### config.mk
export PLATFORM = sky130hd
export DESIGN_NAME = note_sequencer
export DESIGN_NICKNAME = d
export VERILOG_FILES = /design/src/rtl/note_sequencer.sv
export SDC_FILE = /design/constraint.sdc
export NUM_CORES = 1
export LEC_CHECK = 0
export ABC_AREA = 1
export ABC_CLOCK_PERIOD_IN_PS = 2200
export CELL_PAD_IN_SITES_DETAIL_PLACEMENT = 0
export CELL_PAD_IN_SITES_GLOBAL_PLACEMENT = 1
export CORE_MARGIN = 4
export CORE_UTILIZATION = 44
export DETAILED_ROUTE_END_ITERATION = 6
export PLACE_DENSITY_LB_ADDON = 0.12
export SETUP_SLACK_MARGIN = 0.2
export SLEW_MARGIN = 0
export SYNTH_ARGS = -nofsm -noshare
export SYNTH_HDL_FRONTEND = slang
export SYNTH_SLANG_ARGS = --single-unit
### constraint.sdc
create_clock -name clk -period 2.2 [get_ports clk]
set_clock_uncertainty 0.15 [all_clocks]
set_input_delay 0.33 -clock clk [delete_from_list [all_inputs] [get_ports clk]]
set_output_delay 0.33 -clock clk [all_outputs]
set_load 0.02 [all_outputs]
### src/rtl/note_sequencer.sv
// rtl/note_sequencer.sv - table-driven melody player driving a square-wave generator's frequency_control
// Optional feature macro: SEQ_LOOP_EN (adds the loop input to replay from entry 0 at the end of a sequence)
module note_sequencer #(
    parameter int FREQ_WIDTH = 8,
    parameter int DUR_WIDTH  = 4,
    parameter int ADDR_WIDTH = 4,
    parameter int BEAT_DIV   = 1000,
    parameter int GAP_CYCLES = 0
) (
    input  logic                  clk,
    input  logic                  reset,
    input  logic                  start,
    input  logic                  stop,
`ifdef SEQ_LOOP_EN
    input  logic                  loop,
`endif
    input  logic                  wr_en,
    input  logic [ADDR_WIDTH-1:0] wr_addr,
    input  logic [FREQ_WIDTH-1:0] wr_freq,
    input  logic [DUR_WIDTH-1:0]  wr_dur,
    output logic [FREQ_WIDTH-1:0] frequency_control,
    output logic [ADDR_WIDTH-1:0] note_index,
    output logic                  busy,
    output logic                  done
);
    localparam int DEPTH  = 1 << ADDR_WIDTH;
    localparam int BEAT_W = $clog2(BEAT_DIV) + 1;
    localparam int GAP_W  = $clog2(GAP_CYCLES + 1) + 1;
    localparam logic [BEAT_W-1:0]     BEAT_LAST = BEAT_W'(BEAT_DIV - 1);
    localparam logic [GAP_W-1:0]      GAP_LAST  = GAP_W'((GAP_CYCLES > 0) ? GAP_CYCLES - 1 : 0);
    localparam logic [ADDR_WIDTH-1:0] LAST_ADDR = '1;

    typedef enum logic [2:0] {S_IDLE, S_FETCH, S_PLAY, S_GAP, S_DONE} state_t;

    state_t                  state_q, state_d;
    logic [FREQ_WIDTH-1:0]   freq_q, freq_d;
    logic [ADDR_WIDTH-1:0]   idx_q, idx_d;
    logic [DUR_WIDTH-1:0]    beats_q, beats_d;
    logic [BEAT_W-1:0]       beat_cnt_q, beat_cnt_d;
    logic [GAP_W-1:0]        gap_cnt_q, gap_cnt_d;
    logic                    busy_q, busy_d;
    logic                    done_q, done_d;
    logic                    advance, end_seq, loop_en;
    logic [FREQ_WIDTH-1:0]   ent_freq;
    logic [DUR_WIDTH-1:0]    ent_dur;

    logic [FREQ_WIDTH+DUR_WIDTH-1:0] note_tbl [DEPTH];

`ifdef SEQ_LOOP_EN
    assign loop_en = loop;
`else
    assign loop_en = 1'b0;
`endif

    // Table survives reset; writes only land while idle.
    always_ff @(posedge clk) begin
        if (reset && state_q == S_IDLE && wr_en) begin
            note_tbl[wr_addr] <= {wr_freq, wr_dur};
        end
    end

    assign {ent_freq, ent_dur} = note_tbl[idx_q];

    always_comb begin
        state_d    = state_q;
        freq_d     = freq_q;
        idx_d      = idx_q;
        beats_d    = beats_q;
        beat_cnt_d = beat_cnt_q;
        gap_cnt_d  = gap_cnt_q;
        done_d     = 1'b0;
        advance    = 1'b0;
        end_seq    = 1'b0;
        case (state_q)
            S_IDLE: begin
                freq_d = '0;
                if (start) begin
                    state_d = S_FETCH;
                    idx_d   = '0;
                end
            end
            S_FETCH: begin
                if (ent_dur == '0) begin
                    end_seq = 1'b1;
                end else begin
                    state_d    = S_PLAY;
                    freq_d     = ent_freq;
                    beats_d    = ent_dur;
                    beat_cnt_d = '0;
                end
            end
            S_PLAY: begin
                if (beat_cnt_q == BEAT_LAST) begin
                    beat_cnt_d = '0;
                    if (beats_q == DUR_WIDTH'(1)) begin
                        freq_d = '0;
                        if (GAP_CYCLES > 0) begin
                            state_d   = S_GAP;
                            gap_cnt_d = '0;
                        end else begin
                            advance = 1'b1;
                        end
                    end else begin
                        beats_d = beats_q - 1'b1;
                    end
                end else begin
                    beat_cnt_d = beat_cnt_q + 1'b1;
                end
            end
            S_GAP: begin
                if (gap_cnt_q == GAP_LAST) begin
                    advance = 1'b1;
                end else begin
                    gap_cnt_d = gap_cnt_q + 1'b1;
                end
            end
            S_DONE:  state_d = S_IDLE;
            default: state_d = S_IDLE;
        endcase

        // The last table slot acts as an implicit end marker; the index never wraps.
        if (advance) begin
            if (idx_q == LAST_ADDR) begin
                end_seq = 1'b1;
            end else begin
                idx_d   = idx_q + 1'b1;
                state_d = S_FETCH;
            end
        end
        if (end_seq) begin
            if (loop_en) begin
                idx_d   = '0;
                state_d = S_FETCH;
            end else begin
                state_d = S_DONE;
                done_d  = 1'b1;
            end
        end
        if (stop && state_q != S_IDLE) begin
            state_d = S_IDLE;
            freq_d  = '0;
            idx_d   = idx_q;
            done_d  = 1'b0;
        end
        busy_d = (state_d != S_IDLE);
    end

    always_ff @(posedge clk) begin
        if (!reset) begin
            state_q    <= S_IDLE;
            freq_q     <= '0;
            idx_q      <= '0;
            beats_q    <= '0;
            beat_cnt_q <= '0;
            gap_cnt_q  <= '0;
            busy_q     <= 1'b0;
            done_q     <= 1'b0;
        end else begin
            state_q    <= state_d;
            freq_q     <= freq_d;
            idx_q      <= idx_d;
            beats_q    <= beats_d;
            beat_cnt_q <= beat_cnt_d;
            gap_cnt_q  <= gap_cnt_d;
            busy_q     <= busy_d;
            done_q     <= done_d;
        end
    end

    assign frequency_control = freq_q;
    assign note_index        = idx_q;
    assign busy              = busy_q;
    assign done              = done_q;
endmodule

==> impl_metrics.env, run 1 <==
export IMPL_run_status="finished clean"
export IMPL_crit_type="flop to flop"
export IMPL_cts_hold_buf=0
export IMPL_peakVddDrop_uv=674
export IMPL_regArea_mm2=0.00649
export IMPL_io_pins=35
export IMPL_min_period_over_period_pct=98.4
export IMPL_yosysWarnings=0
export IMPL_die_h_um=155
export IMPL_grt_overflow=0
export IMPL_grt_start_max_net_pins=33
export IMPL_cp_max_fo=8
export IMPL_fp_dieW_um=155
export IMPL_hpwlAfterDp_um=17200
export IMPL_synth_distinct_cells=33
export IMPL_slew_headroom_pct=67.2
export IMPL_drc=0
export IMPL_n_fill_cell=1727
export IMPL_finalSetupViolCount=0
export IMPL_r2r_slack_ps=30
export IMPL_antenna_cells=0
export IMPL_cts_sinks=228
export IMPL_topRoutingLayerUsed="met4"
export IMPL_synthTopCellsByCount="edfxtp_1, nand2_1, nor2_1, o21ai_0, nand3_1"
export IMPL_setup_tns_ps=0
export IMPL_power_leakage_uw=0.00468
export IMPL_hold_depth=2
export IMPL_synth_largest_area_cell="edfxtp_1"
export IMPL_portBuffers=34
export IMPL_nNetsFinal=1013
export IMPL_wl_um=26400
export IMPL_antenna_found_initial=0
export IMPL_wl_met1_um=11700
export IMPL_wl_met2_um=12500
export IMPL_rsz0062_at_grt="yes"
export IMPL_drive_gt1_share_pct=22.5
export IMPL_synth_seq_cells=228
export IMPL_synth_main_ff_cell="edfxtp_1"
export IMPL_wl_met3_um=1560
export IMPL_wl_per_cell_um=20.6
export IMPL_worstPathArrival_ps=2460
export IMPL_start_kind="flop"
export IMPL_multi_input_area_mm2=0.00293
export IMPL_async_reset_ff_share_pct=0
export IMPL_vias_per_cell=5.42
export IMPL_drt_first_pass_iters=5
export IMPL_synth_cell_area_mm2=0.00955
export IMPL_clk_latency_ps=540
export IMPL_tightest_slew_ps=492
export IMPL_postSynthCellCount=876
export IMPL_cp_required_ps=2500
export IMPL_yosys_area_top_type_share_pct=60.4
export IMPL_vias=6943
export IMPL_grtUsageTotal_pct=21.5
export IMPL_synth_area_top_cells="edfxtp_1, dfxtp_1, nand2_1"
export IMPL_power_total_uw=9810
export IMPL_postRouteAntennaNets=0
export IMPL_placed_cells=1214
export IMPL_hold_viol=0
export IMPL_whs_ps=328
export IMPL_syn_mean_instance_area_um2=10.9
export IMPL_final_cells=1281
export IMPL_cts_inserted_buffers=24
export IMPL_h_tree_depth=1
export IMPL_place_gp_congestion=0.876
export IMPL_syn_to_final_growth_pct=28.4
export IMPL_grt_pass1_wl_um=40000
export IMPL_synthesis_nets=901
export IMPL_first_iter_violations=567
export IMPL_core_area_mm2=0.0212
export IMPL_drv_cap=0
export IMPL_synth_edf_count=192
export IMPL_yosys_cell_count_top_type="edfxtp_1"
export IMPL_ctsRootBufferMaster="clkbuf_16"
export IMPL_cp_end_kind="flop"
export IMPL_dieArea_mm2=0.0241
export IMPL_max_freq_mhz=462
export IMPL_row_count=53
export IMPL_hold_path_class="flop to flop"
export IMPL_cts_tree="yes"
export IMPL_grt_pass1_vias=6770
export IMPL_min_period_ps=2170
export IMPL_slew_viol_final=0
export IMPL_r2r_cells=14
export IMPL_initial_utilization_pct=45.2
export IMPL_ctsLongestPathBuffers=3
export IMPL_clkTransAtPathRegs_ps=60
export IMPL_ys_seq_area_share_pct=67.9
export IMPL_power_density_mw_per_mm2=800
-- final timing paths --
path,to,start
min reg2reg,frequency_control[1]$_SDFFE_PP0P_,frequency_control[1]$_SDFFE_PP0P_
max,beat_cnt_q[1]$_SDFFE_PN0P_,flop
max reg2reg,beat_cnt_q[1]$_SDFFE_PN0P_,flop
min,frequency_control[1]$_SDFFE_PP0P_,frequency_control[1]$_SDFFE_PP0P_
-- report_power, final --
| part | internal (µW) | switching, µW |
|---|---|---|
| Combinational | 255 | 399 |
| Sequential | 4740 | 33.8 |
| Clock | 2720 | 1660 |
| Total | 7710 | 2100 |
-- critical path: stages, from the launching register on --
cell     delay, ps
dfxtp_4        400
buf_12         140
buf_16         140
nand2_2         70
nand2_1         50
nand2_1         60
nand3_1         70
nand3_1        120
nand2_2         80
nor2_4         120
nand2_2         90
buf_6          130
a21oi_4        240
nand2_2        100
a21oi_2        140
-- cell usage in the layout (no fill, tap or decap), types with 23 or more instances in the layout --
cell type and count:
clkdlybuf4s50_1 23, edfxtp_1 192, nor2_1 104, inv_1 68, dfxtp_1 32, buf_4 63, nand3_1 52, clkbuf_16 25
o21ai_0 72, nand3_2 24, nand2_1 144
-- cells by family after synthesis --
| family | count (synthesis) | share of synthesized area, % |
|---|---|---|
| buffers and inverters | 117 | 5.54 |
| XOR/XNOR | 1 | 0.0917 |
| AND/OR/NAND/NOR | 378 | 16.7 |
| adder cells (fa/ha/maj) | 4 | 0.524 |
| flip-flops | 228 | 67.9 |
| AO/OA/AOI/OAI | 148 | 9.26 |
-- sequential cells by signal (all words and copies together), names as in the netlist, named ones only --
name	cells
frequency_control	8
note_tbl	192
busy	1
done	1
note_index	4
state_q	3
beat_cnt_q	11
beats_q	4
-- per-stage QoR --
stage	area (µm²)	util, %	worst slack, ps
after floorplan	9550	-	135
after global placement	10600	50.1	-120
after detailed placement	10600	50.1	-142
after CTS	11900	56.5	15.8
after global routing	12300	58.0	-113
final	12300	58.0	34.8
-- area by class of cell --
cell class | count | share of cell area (%)
clock buffers | 30 | 5.08
inverters | 74 | 2.33
well taps | 275 | 2.80
multi-input cells | 531 | 23.9
clock inverters | 14 | 1.91
flip-flops and latches | 228 | 52.9
repair buffers | 129 | 11.1
-- per-layer routing --
metal  vias to the layer above  global-route usage [%]
met3                        47                    3.53
met5                         -                       0
li1                       3286                       -
met1                      3399                    30.7
met4                         0                    5.04
met2                       211                    34.9
-- repair_timing --
| item | CTS | global route |
|---|---|---|
| setup buffers | 8 | 6 |
| pin swaps | 36 | 23 |
| setup endpoints to repair | 215 | 204 |
| gates resized for setup | 81 | 66 |
| gates cloned | 5 | 4 |
Power figures use the tool's default switching activity.
==> run 2: changes to the inputs <==
Settings changed: PLACE_DENSITY from default to 0.79, PLACE_DENSITY_LB_ADDON 0.12 to default.
==> impl_metrics.env, run 2 (synthesis results as in run 1) <==
export IMPL_run_status="finished clean"
export IMPL_die_h_um=155
export IMPL_ctsRootBufferMaster="clkbuf_16"
export IMPL_cp_end_kind="flop"
export IMPL_drv_cap=0
export IMPL_core_area_mm2=0.0212
export IMPL_ctsLongestPathBuffers=3
export IMPL_start_kind="flop"
export IMPL_slew_viol_final=0
export IMPL_slew_headroom_pct=55.8
export IMPL_postRouteAntennaNets=0
export IMPL_tightest_slew_ps=661
export IMPL_power_density_mw_per_mm2=762
export IMPL_rsz0062_at_grt="yes"
export IMPL_initial_utilization_pct=45.2
export IMPL_final_cell_area_mm2=0.0121
export IMPL_nNetsFinal=1010
export IMPL_fp_dieW_um=155
export IMPL_vias_per_cell=5.39
export IMPL_row_count=53
export IMPL_antenna_cells=0
export IMPL_max_freq_mhz=470
export IMPL_drc=0
export IMPL_syn_to_final_growth_pct=27.2
export IMPL_clk_latency_ps=530
export IMPL_multi_input_area_mm2=0.00299
export IMPL_io_pins=35
export IMPL_worstPathArrival_ps=2430
export IMPL_min_period_over_period_pct=96.7
export IMPL_cts_tree="yes"
export IMPL_drt_first_pass_iters=5
export IMPL_dieArea_mm2=0.0241
export IMPL_cts_sinks=228
export IMPL_grt_overflow=0
export IMPL_cp_required_ps=2500
export IMPL_cts_hold_buf=0
export IMPL_clkTransAtPathRegs_ps=60
export IMPL_peakVddDrop_uv=743
export IMPL_largest_register_ffs=192
export IMPL_top_register="note_tbl"
export IMPL_min_period_ps=2130
export IMPL_portBuffers=34
export IMPL_grtUsageTotal_pct=19.6
export IMPL_wl_per_cell_um=19.1
export IMPL_regArea_mm2=0.00649
export IMPL_drive_gt1_share_pct=23.0
export IMPL_power_leakage_uw=0.00450
export IMPL_first_iter_violations=636
export IMPL_hpwlAfterDp_um=15600
export IMPL_grt_pass1_wl_um=37200
export IMPL_hold_path_class="flop to flop"
export IMPL_grt_pass1_vias=6701
export IMPL_n_fill_cell=1711
export IMPL_place_gp_congestion=0.869
export IMPL_cts_inserted_buffers=25
export IMPL_grt_start_max_net_pins=37
export IMPL_antenna_found_initial=0
export IMPL_layout_commonest_cell="edfxtp_1"
export IMPL_crit_type="flop to flop"
export IMPL_placed_cells=1219
export IMPL_cp_max_fo=8
export IMPL_hold_viol=0
export IMPL_layout_common_cells="edfxtp_1, nand2_1, nor2_1"
export IMPL_h_tree_depth=1
export IMPL_placed_area_mm2=0.0106
export IMPL_final_cells=1279
export IMPL_setup_tns_ps=0
export IMPL_wl_um=24500
export IMPL_vias=6898
export IMPL_finalSetupViolCount=0
-- run 2: changes by cell type in the layout (fill, tap and decap cells not counted), moves of 5 or more --
cell and delta:
nor2_1 -9, nor2_4 +5, a21oi_1 -5, clkbuf_1 +7, dlymetal6s2s_1 -6, o221ai_1 +7
clkdlybuf4s50_1 +6, o221ai_2 -7, bufinv_16 -6, buf_4 -7, o21ai_1 -6, nand3_2 -6
-- run 2: cell type report --
type / instances / share of cell area [%]
tap: 275 / 2.83
multi-input combinational: 531 / 24.6
clock buffer: 41 / 5.89
timing repair inverter: 1 / 0.0618
timing repair buffer: 124 / 10.5
clock inverter: 5 / 0.227
inverter: 74 / 2.40
sequential: 228 / 53.5
-- run 2: where the power goes --
group | internal (µW) | switching (µW)
Sequential | 4740 | 34.4
Combinational | 258 | 394
Clock | 2210 | 1610
Total | 7210 | 2040
-- run 2: through the flow --
| step | hold slack (ps) | worst slack (ps) | util, % | power [µW] |
|---|---|---|---|---|
| after floorplan | 279 | 135 | - | 5140 |
| after global placement | 314 | -43.5 | 50.2 | 5400 |
| after detailed placement | 316 | -39.7 | 50.2 | 5400 |
| after CTS | 312 | 54.1 | 54.3 | 9220 |
| after global routing | 319 | -23.6 | 57.4 | 9580 |
| final | 326 | 73.2 | 57.4 | 9250 |
-- run 2: timing repair --
action                     in CTS  in global routing
pin swaps                       3                 22
setup endpoints to repair      74                222
cloned                          1                  6
buffers inserted                3                  4
resized for setup              29                140
-- run 2: critical path, stage by stage, from the launching register on --
cell,delay (ps)
dfxtp_4,430
inv_8,70
buf_12,140
nand2_1,50
nand2_1,40
nand2_1,50
nand3_1,110
nand3_2,110
nand2_2,80
nor2_4,160
nand2_4,80
buf_6,120
a21oi_4,140
buf_12,140
nand2_2,60
a21oi_2,130
-- run 2: final timing paths --
kind,start,end,slack (ps),depth (start not counted)
setup / recovery,flop,beat_cnt_q[3]$_SDFFE_PN0P_,70,15
hold / removal,frequency_control[2]$_SDFFE_PP0P_,frequency_control[2]$_SDFFE_PP0P_,330,2
setup reg to reg,flop,beat_cnt_q[3]$_SDFFE_PN0P_,70,15
hold reg to reg,frequency_control[2]$_SDFFE_PP0P_,frequency_control[2]$_SDFFE_PP0P_,330,2
-- run 2: routing by layer --
layer,vias to the layer above,global-route usage (%),part of all wire [%]
li1,3281,-,-
met1,3349,27.1,43
met2,228,32.1,48
met3,40,3.12,6.5
met4,0,5.84,2.5
met5,-,0,0
==> run 3: changes to the inputs <==
Settings changed: ABC_CLOCK_PERIOD_IN_PS 2200 to default, CAP_MARGIN from default to 30.
==> results of run 3 <==
No change in the layout: final DEF, timing and power equal those of run 2.
